$ cat config.mk
export PLATFORM = sky130hd
export DESIGN_NAME = alu_flat
export DESIGN_NICKNAME = d
export VERILOG_FILES = /design/src/rtl/alu_if.sv /design/src/rtl/alu.sv /design/src/flat_wrapper.sv
export SDC_FILE = /design/constraint.sdc
export NUM_CORES = 1
export LEC_CHECK = 0
export CAP_MARGIN = 30
export CORE_UTILIZATION = 25
export CTS_CLUSTER_DIAMETER = 150
export CTS_CLUSTER_SIZE = 30
export DETAILED_ROUTE_END_ITERATION = 10
export SLEW_MARGIN = 40
export SYNTH_ARGS = -nofsm -noshare
export SYNTH_HDL_FRONTEND = slang
export SYNTH_SLANG_ARGS = --single-unit
$ cat constraint.sdc
create_clock -name clk -period 13.6 [get_ports clk]
set_input_delay 4.08 -clock clk [delete_from_list [all_inputs] [get_ports clk]]
set_output_delay 4.08 -clock clk [all_outputs]
set_load 0.01 [all_outputs]
$ cat src/rtl/alu_if.sv
// Execute-stage ALU bus: operands and control in, result/flags out.
// Both the combinational and the registered copies of the flags are carried here.
interface alu_if;
  logic        ALUSrc;
  logic [31:0] SrcA;
  logic [31:0] RD2;
  logic [31:0] SignImm;
  logic [4:0]  sa;
  logic [3:0]  ALUControl;
  logic [31:0] ALUResult;
  logic        Zero;
  logic        overflow;
  logic [31:0] ALUResult_q;
  logic        Zero_q;
  logic        overflow_q;
  logic        ovf_sticky;

  modport master (
    output ALUSrc, SrcA, RD2, SignImm, sa, ALUControl,
    input  ALUResult, Zero, overflow,
    input  ALUResult_q, Zero_q, overflow_q, ovf_sticky
  );

  modport slave (
    input  ALUSrc, SrcA, RD2, SignImm, sa, ALUControl,
    output ALUResult, Zero, overflow,
    output ALUResult_q, Zero_q, overflow_q, ovf_sticky
  );
endinterface

$ cat src/rtl/alu.sv
// 32-bit MIPS-style ALU with combinational outputs, a one-cycle
// registered copy and a sticky overflow status flag.
module alu (
  input logic  clk,
  input logic  rst,
  alu_if.slave bus
);

  logic [31:0] a;
  logic [31:0] b;
  logic [31:0] sum;
  logic [31:0] diff;
  logic [31:0] r;
  logic        ovf;
  logic        zero;

  logic [31:0] res_q, res_d;
  logic        zero_q, zero_d;
  logic        ovf_q, ovf_d;
  logic        stk_q, stk_d;

  assign a    = bus.SrcA;
  assign b    = bus.ALUSrc ? bus.SignImm : bus.RD2;
  assign sum  = a + b;
  assign diff = a - b;

  always_comb begin
    r   = '0;
    ovf = 1'b0;
    case (bus.ALUControl)
      4'b0000: begin
        r   = sum;
        ovf = (a[31] == b[31]) && (sum[31] != a[31]);
      end
      4'b0001: r = sum;
      4'b0010: begin
        r   = diff;
        ovf = (a[31] != b[31]) && (diff[31] != a[31]);
      end
      4'b0011: r = diff;
      4'b0100: r = a & b;
      4'b0101: r = a | b;
      4'b0110: r = bus.RD2 << bus.sa;
      4'b0111: r = bus.RD2 >> bus.sa;
      // Sign compare stays correct when a - b overflows
      4'b1000: r = {31'd0, (a[31] != b[31]) ? a[31] : diff[31]};
      4'b1001: r = diff;
      4'b1010: r = diff;
      4'b1011: r = a ^ b;
      4'b1100: r = ~(a | b);
      4'b1101: r = {31'd0, (a < b)};
      4'b1110: r = $unsigned($signed(bus.RD2) >>> bus.sa);
      4'b1111: r = {b[15:0], 16'h0000};
      default: r = '0;
    endcase
  end

  assign zero          = (r == 32'd0);
  assign bus.ALUResult = r;
  assign bus.Zero      = zero;
  assign bus.overflow  = ovf;

  assign res_d  = r;
  assign zero_d = zero;
  assign ovf_d  = ovf;
  assign stk_d  = stk_q | ovf;

  always_ff @(posedge clk) begin
    if (rst) begin
      res_q  <= '0;
      zero_q <= 1'b1;
      ovf_q  <= 1'b0;
      stk_q  <= 1'b0;
    end else begin
      res_q  <= res_d;
      zero_q <= zero_d;
      ovf_q  <= ovf_d;
      stk_q  <= stk_d;
    end
  end

  assign bus.ALUResult_q = res_q;
  assign bus.Zero_q      = zero_q;
  assign bus.overflow_q  = ovf_q;
  assign bus.ovf_sticky  = stk_q;

endmodule

$ cat src/flat_wrapper.sv
// flat-port wrapper written by rule: the top's interface ports become plain ports
module alu_flat 
  (clk, rst, bus_ALUSrc, bus_SrcA, bus_RD2, bus_SignImm, bus_sa, bus_ALUControl, bus_ALUResult, bus_Zero, bus_overflow, bus_ALUResult_q, bus_Zero_q, bus_overflow_q, bus_ovf_sticky);
  alu_if bus_i ();
  input logic clk;
  input logic rst;
  input wire logic [$bits(bus_i.ALUSrc)-1:0] bus_ALUSrc;
  input wire logic [$bits(bus_i.SrcA)-1:0] bus_SrcA;
  input wire logic [$bits(bus_i.RD2)-1:0] bus_RD2;
  input wire logic [$bits(bus_i.SignImm)-1:0] bus_SignImm;
  input wire logic [$bits(bus_i.sa)-1:0] bus_sa;
  input wire logic [$bits(bus_i.ALUControl)-1:0] bus_ALUControl;
  output wire logic [$bits(bus_i.ALUResult)-1:0] bus_ALUResult;
  output wire logic [$bits(bus_i.Zero)-1:0] bus_Zero;
  output wire logic [$bits(bus_i.overflow)-1:0] bus_overflow;
  output wire logic [$bits(bus_i.ALUResult_q)-1:0] bus_ALUResult_q;
  output wire logic [$bits(bus_i.Zero_q)-1:0] bus_Zero_q;
  output wire logic [$bits(bus_i.overflow_q)-1:0] bus_overflow_q;
  output wire logic [$bits(bus_i.ovf_sticky)-1:0] bus_ovf_sticky;
  assign bus_i.ALUSrc = bus_ALUSrc;
  assign bus_i.SrcA = bus_SrcA;
  assign bus_i.RD2 = bus_RD2;
  assign bus_i.SignImm = bus_SignImm;
  assign bus_i.sa = bus_sa;
  assign bus_i.ALUControl = bus_ALUControl;
  assign bus_ALUResult = bus_i.ALUResult;
  assign bus_Zero = bus_i.Zero;
  assign bus_overflow = bus_i.overflow;
  assign bus_ALUResult_q = bus_i.ALUResult_q;
  assign bus_Zero_q = bus_i.Zero_q;
  assign bus_overflow_q = bus_i.overflow_q;
  assign bus_ovf_sticky = bus_i.ovf_sticky;
  alu u_core (.clk(clk), .rst(rst), .bus(bus_i));
endmodule
==> flow_summary_export.csv <==
group,metric,value,unit
critical_path,cpPeakStageDelay,0.54,ns
detailed_routing,drt_pre_antenna_iters,6,
pwr,leakagePower,0.00751,uW
detailed_routing,drtIter0Drc,1779,
grt,grt_pass1_vias,16200,
detailed_routing,vias,16900,
critical_path,critPathMostFrequentCell,"a21oi_1",
synthesis,yosys.cell_types.count,100,
critical_path,path_max_fanout,4,
critical_path,cp_slowest_cell,"clkdlybuf4s50_1",
critical_path,startpoint_type,"primary input",
floorplanning,die_h,232,um
placed_design,port-buffer-count,176,
clocking,cts_tree,"done",
synthesis,syn-num-nets,2049,
floorplanning,core_area,51700,um^2
timing,max_slew.worst_pin.slew,0.902,ns
synthesis,syn_avg_cell_area,7.18,um^2
placed_design,pre_cts_slack,-0.707,ns
critical_path,reg2reg_from,"u_core.bus.ovf_sticky$_SDFF_PP0_",
layout,drive_above_1_share,0.211,
synthesis,synth_cells,1837,
synthesis,syn_area,13200,um^2
clocking,clk_pin_slew,0.05,ns
critical_path,crit_family,"compound AO/OA/AOI/OAI gates",
clocking,cts_sinks,35,
timing,relSlewSlack,0.397,
critical_path,crit_required,9.52,ns
grt,grtUsageTotal,0.284,
placed_design,hpwlAfterDp,65.3,mm
layout,final_cells,2823,
synthesis,ys_warn_count,0,
timing,fin_skew,0,ns
timing,setup_viol,0,
critical_path,crit_arrival,9.27,ns
min_path,min_path_cells,1,
critical_path,path_cells,"clkdlybuf4s50_1, mux2i_1, ha_1, or2_2, a2111oi_4, buf_4, o21ai_4, a21oi_2, a21oi_1, o21bai_1, a21oi_1, nor2_1, nor2_2, fa_1, mux2_2, a22oi_1, nor3_1, a211o_1, a211oi_2, o32ai_4, a2111oi_2, nand4b_1, nor4_2, buf_2",
run,maxCapViolCount,0,
timing,max_freq,74.9,MHz
floorplanning,die_area,53700,um^2
synthesis,yosysTopAreaCell,"mux2i_1",
placed_design,gp_congestion,1.02,
floorplanning,start_util,0.255,
synthesis,ys_seq_elements,35,
clocking,clockRootBuffer,"clkbuf_16",
timing,fin_crit,13.35,ns
floorplanning,ios,177,
layout,seqCellArea,701,um^2
timing,slew_viol_final,0,
critical_path,crit_type,"primary input to output port",
critical_path,rr_endpoint,"u_core.bus.ovf_sticky$_SDFF_PP0_",
synthesis,synth_area_leaders,"mux2i_1, ha_1, mux4_2",
synthesis,synth-edff-count,0,
synthesis,async_flop_share,0,
pwr,max-vdd-ir-drop,69.8,uV
critical_path,cp_num_buf_inv,3,
synthesis,ys_seq_area_frac,0.0532,
timing,setup_ws,0.250,ns
detailed_routing,wl,78.6,mm
layout,syn_to_final_growth,33.6,%
pwr,power_density,62.4,nW/um^2
timing,hold_viol,0,
critical_path,worstSetupEndpointType,"output port",
grt,grt_max_degree,62,
grt,grt_first_pass_wirelength,113,mm
detailed_routing,viasPerCell,6.00,
floorplanning,die_w,232,um
clocking,htree_levels,2,
layout,fin_nets,2354,
synthesis,yosysTopAreaCellShare,0.0995,
clocking,clockBufferDepth,2,
synthesis,ys.flop_type,"dfxtp_1",
run_status,outcome,"finished clean",
min_path,hp-class,"register to register",
grt,grt_antenna_before_repair,1,
critical_path,rrSetupSlack,13.02,ns
detailed_routing,antenna_left,0,
clocking,cts_buffers,5,
placed_design,dpl.cell_count,2812,
min_path,worst_hold_path.endpoint,"u_core.bus.ovf_sticky$_SDFF_PP0_",
detailed_routing,routedWlPerCell,27.8,um
min_path,hold_start,"u_core.bus.ovf_sticky$_SDFF_PP0_",
floorplanning,row_count,83,
timing,whs,0.467,ns
critical_path,worstRegToRegCells,1,
timing,period_share,0.982,
layout,final.fill_count,5583,
layout,antenna_cells,0,
clocking,clock_latency,0.28,ns
layout,multi_input_area,11500,um^2
detailed_routing,drc_errors,0,
grt,grt_overflow,0,
[cell usage after synthesis, types with 9 or more instances]
cell type  instances
a2111oi_0         12
a211o_1           16
a211oi_1          28
a21o_1            21
a21oi_1          107
a221oi_1          17
a22oi_1           15
a31oi_1           23
and2_1            22
and3_1             9
buf_1             13
buf_2             39
clkbuf_1         105
dfxtp_1           35
ha_1             101
inv_1            121
mux2_2            37
mux2i_1          131
mux4_2            41
nand2_1          148
nand2b_1          22
nand3_1           42
nand4_1           25
nor2_1           159
nor2b_1           28
nor3_1            48
nor4_1            24
o2111ai_1         11
o211ai_1          38
o21a_1             9
o21ai_0           88
o221ai_1          18
o22ai_1           29
o31ai_1           19
or2_2             11
or3_1             19
xnor2_1           16
[power by group]
part	internal [uW]	leakage [uW]	switching, uW
Combinational	364	0.00715	506
Sequential	116	0.000290	3.04
Clock	67.5	0.0000669	42.7
[state kept, by name (all words and copies together) (netlist names)]
| name | count |
|---|---|
| u_core.bus.Zero_q | 1 |
| u_core.bus.ovf_sticky | 1 |
| u_core.bus.ALUResult_q | 32 |
| u_core.bus.overflow_q | 1 |
[worst max-delay path by stage]
stage | from | to | slack (ns) | depth (start not counted)
global placement | bus_RD2[5] | bus_Zero | -0.58 | 27
finish | bus_RD2[10] | bus_Zero | 0.25 | 24
CTS | bus_RD2[6] | bus_Zero | 0.02 | 27
detailed placement | bus_RD2[5] | bus_Zero | -0.71 | 27
global route | bus_RD2[2] | bus_Zero | -0.05 | 25
floorplan | bus_ALUSrc | bus_Zero | 0.06 | 27
[stage by stage]
stage	cell area [um^2]	TNS, ns	power, uW	utilization
final	17600	0	1100	0.341
after global routing	17600	-0.0486	1160	0.341
after detailed placement	17300	-0.965	958	0.334
after global placement	17200	-0.801	952	0.334
after CTS	17500	0	1070	0.337
after floorplan	13200	0	563	-
[what timing repair did]
| action | in CTS | in global routing |
|---|---|---|
| hold buffers | 0 | 0 |
| pin swaps | 0 | 7 |
| setup endpoints to repair | 2 | 2 |
| resized for setup | 10 | 34 |
| hold endpoints to repair | 0 | 0 |
| buffers inserted | 0 | 3 |
[cells by family (layout without fill, tap and decap cells)]
| group | after synthesis | after routing | synth area share |
|---|---|---|---|
| flops | 35 | 35 | 0.0532 |
| xor+xnor | 19 | 19 | 0.0126 |
| simple gates | 601 | 601 | 0.228 |
| fa+ha+maj | 104 | 104 | 0.100 |
| mux | 216 | 216 | 0.209 |
| buf+inv | 294 | 600 | 0.0931 |
| compound gates | 568 | 568 | 0.304 |
[routing by layer]
layer	vias to the layer above	GRT usage	share of wire
met4	2	0.106	0.043
met5	-	0	0.000089
met3	160	0.0309	0.089
li1	7526	-	-
met1	8243	0.390	0.42
met2	1010	0.455	0.44
[cell usage in the layout (no fill, tap or decap), types with 9 or more instances in the layout]
master	n
or3_1	19
nand4_1	25
a211oi_1	27
xnor2_1	16
a22oi_1	15
mux4_2	41
o22ai_1	29
o221ai_1	18
a31oi_1	22
and3_1	9
o21a_1	9
o31ai_1	19
or2_2	11
mux2_2	37
nand2b_1	22
buf_4	290
and2_1	22
a21oi_1	105
nor2b_1	26
o21ai_0	86
nand2_1	148
nor2_1	155
ha_1	101
nor3_1	44
mux2i_1	123
o2111ai_1	11
a21o_1	21
nand3_1	41
nor4_1	22
inv_1	121
clkdlybuf4s50_1	164
a221oi_1	17
o211ai_1	38
a211o_1	16
dfxtp_1	35
[layout make-up]
cell class                      instances  area share
Tap cell                              680      0.0483
Clock inverter                          2    0.000710
Sequential cell                        35      0.0398
Inverter                              123      0.0262
Clock buffer                            6     0.00732
Multi-Input combinational cell       1508       0.651
Timing Repair Buffer                  469       0.227
Power figures use the tool's default switching activity.
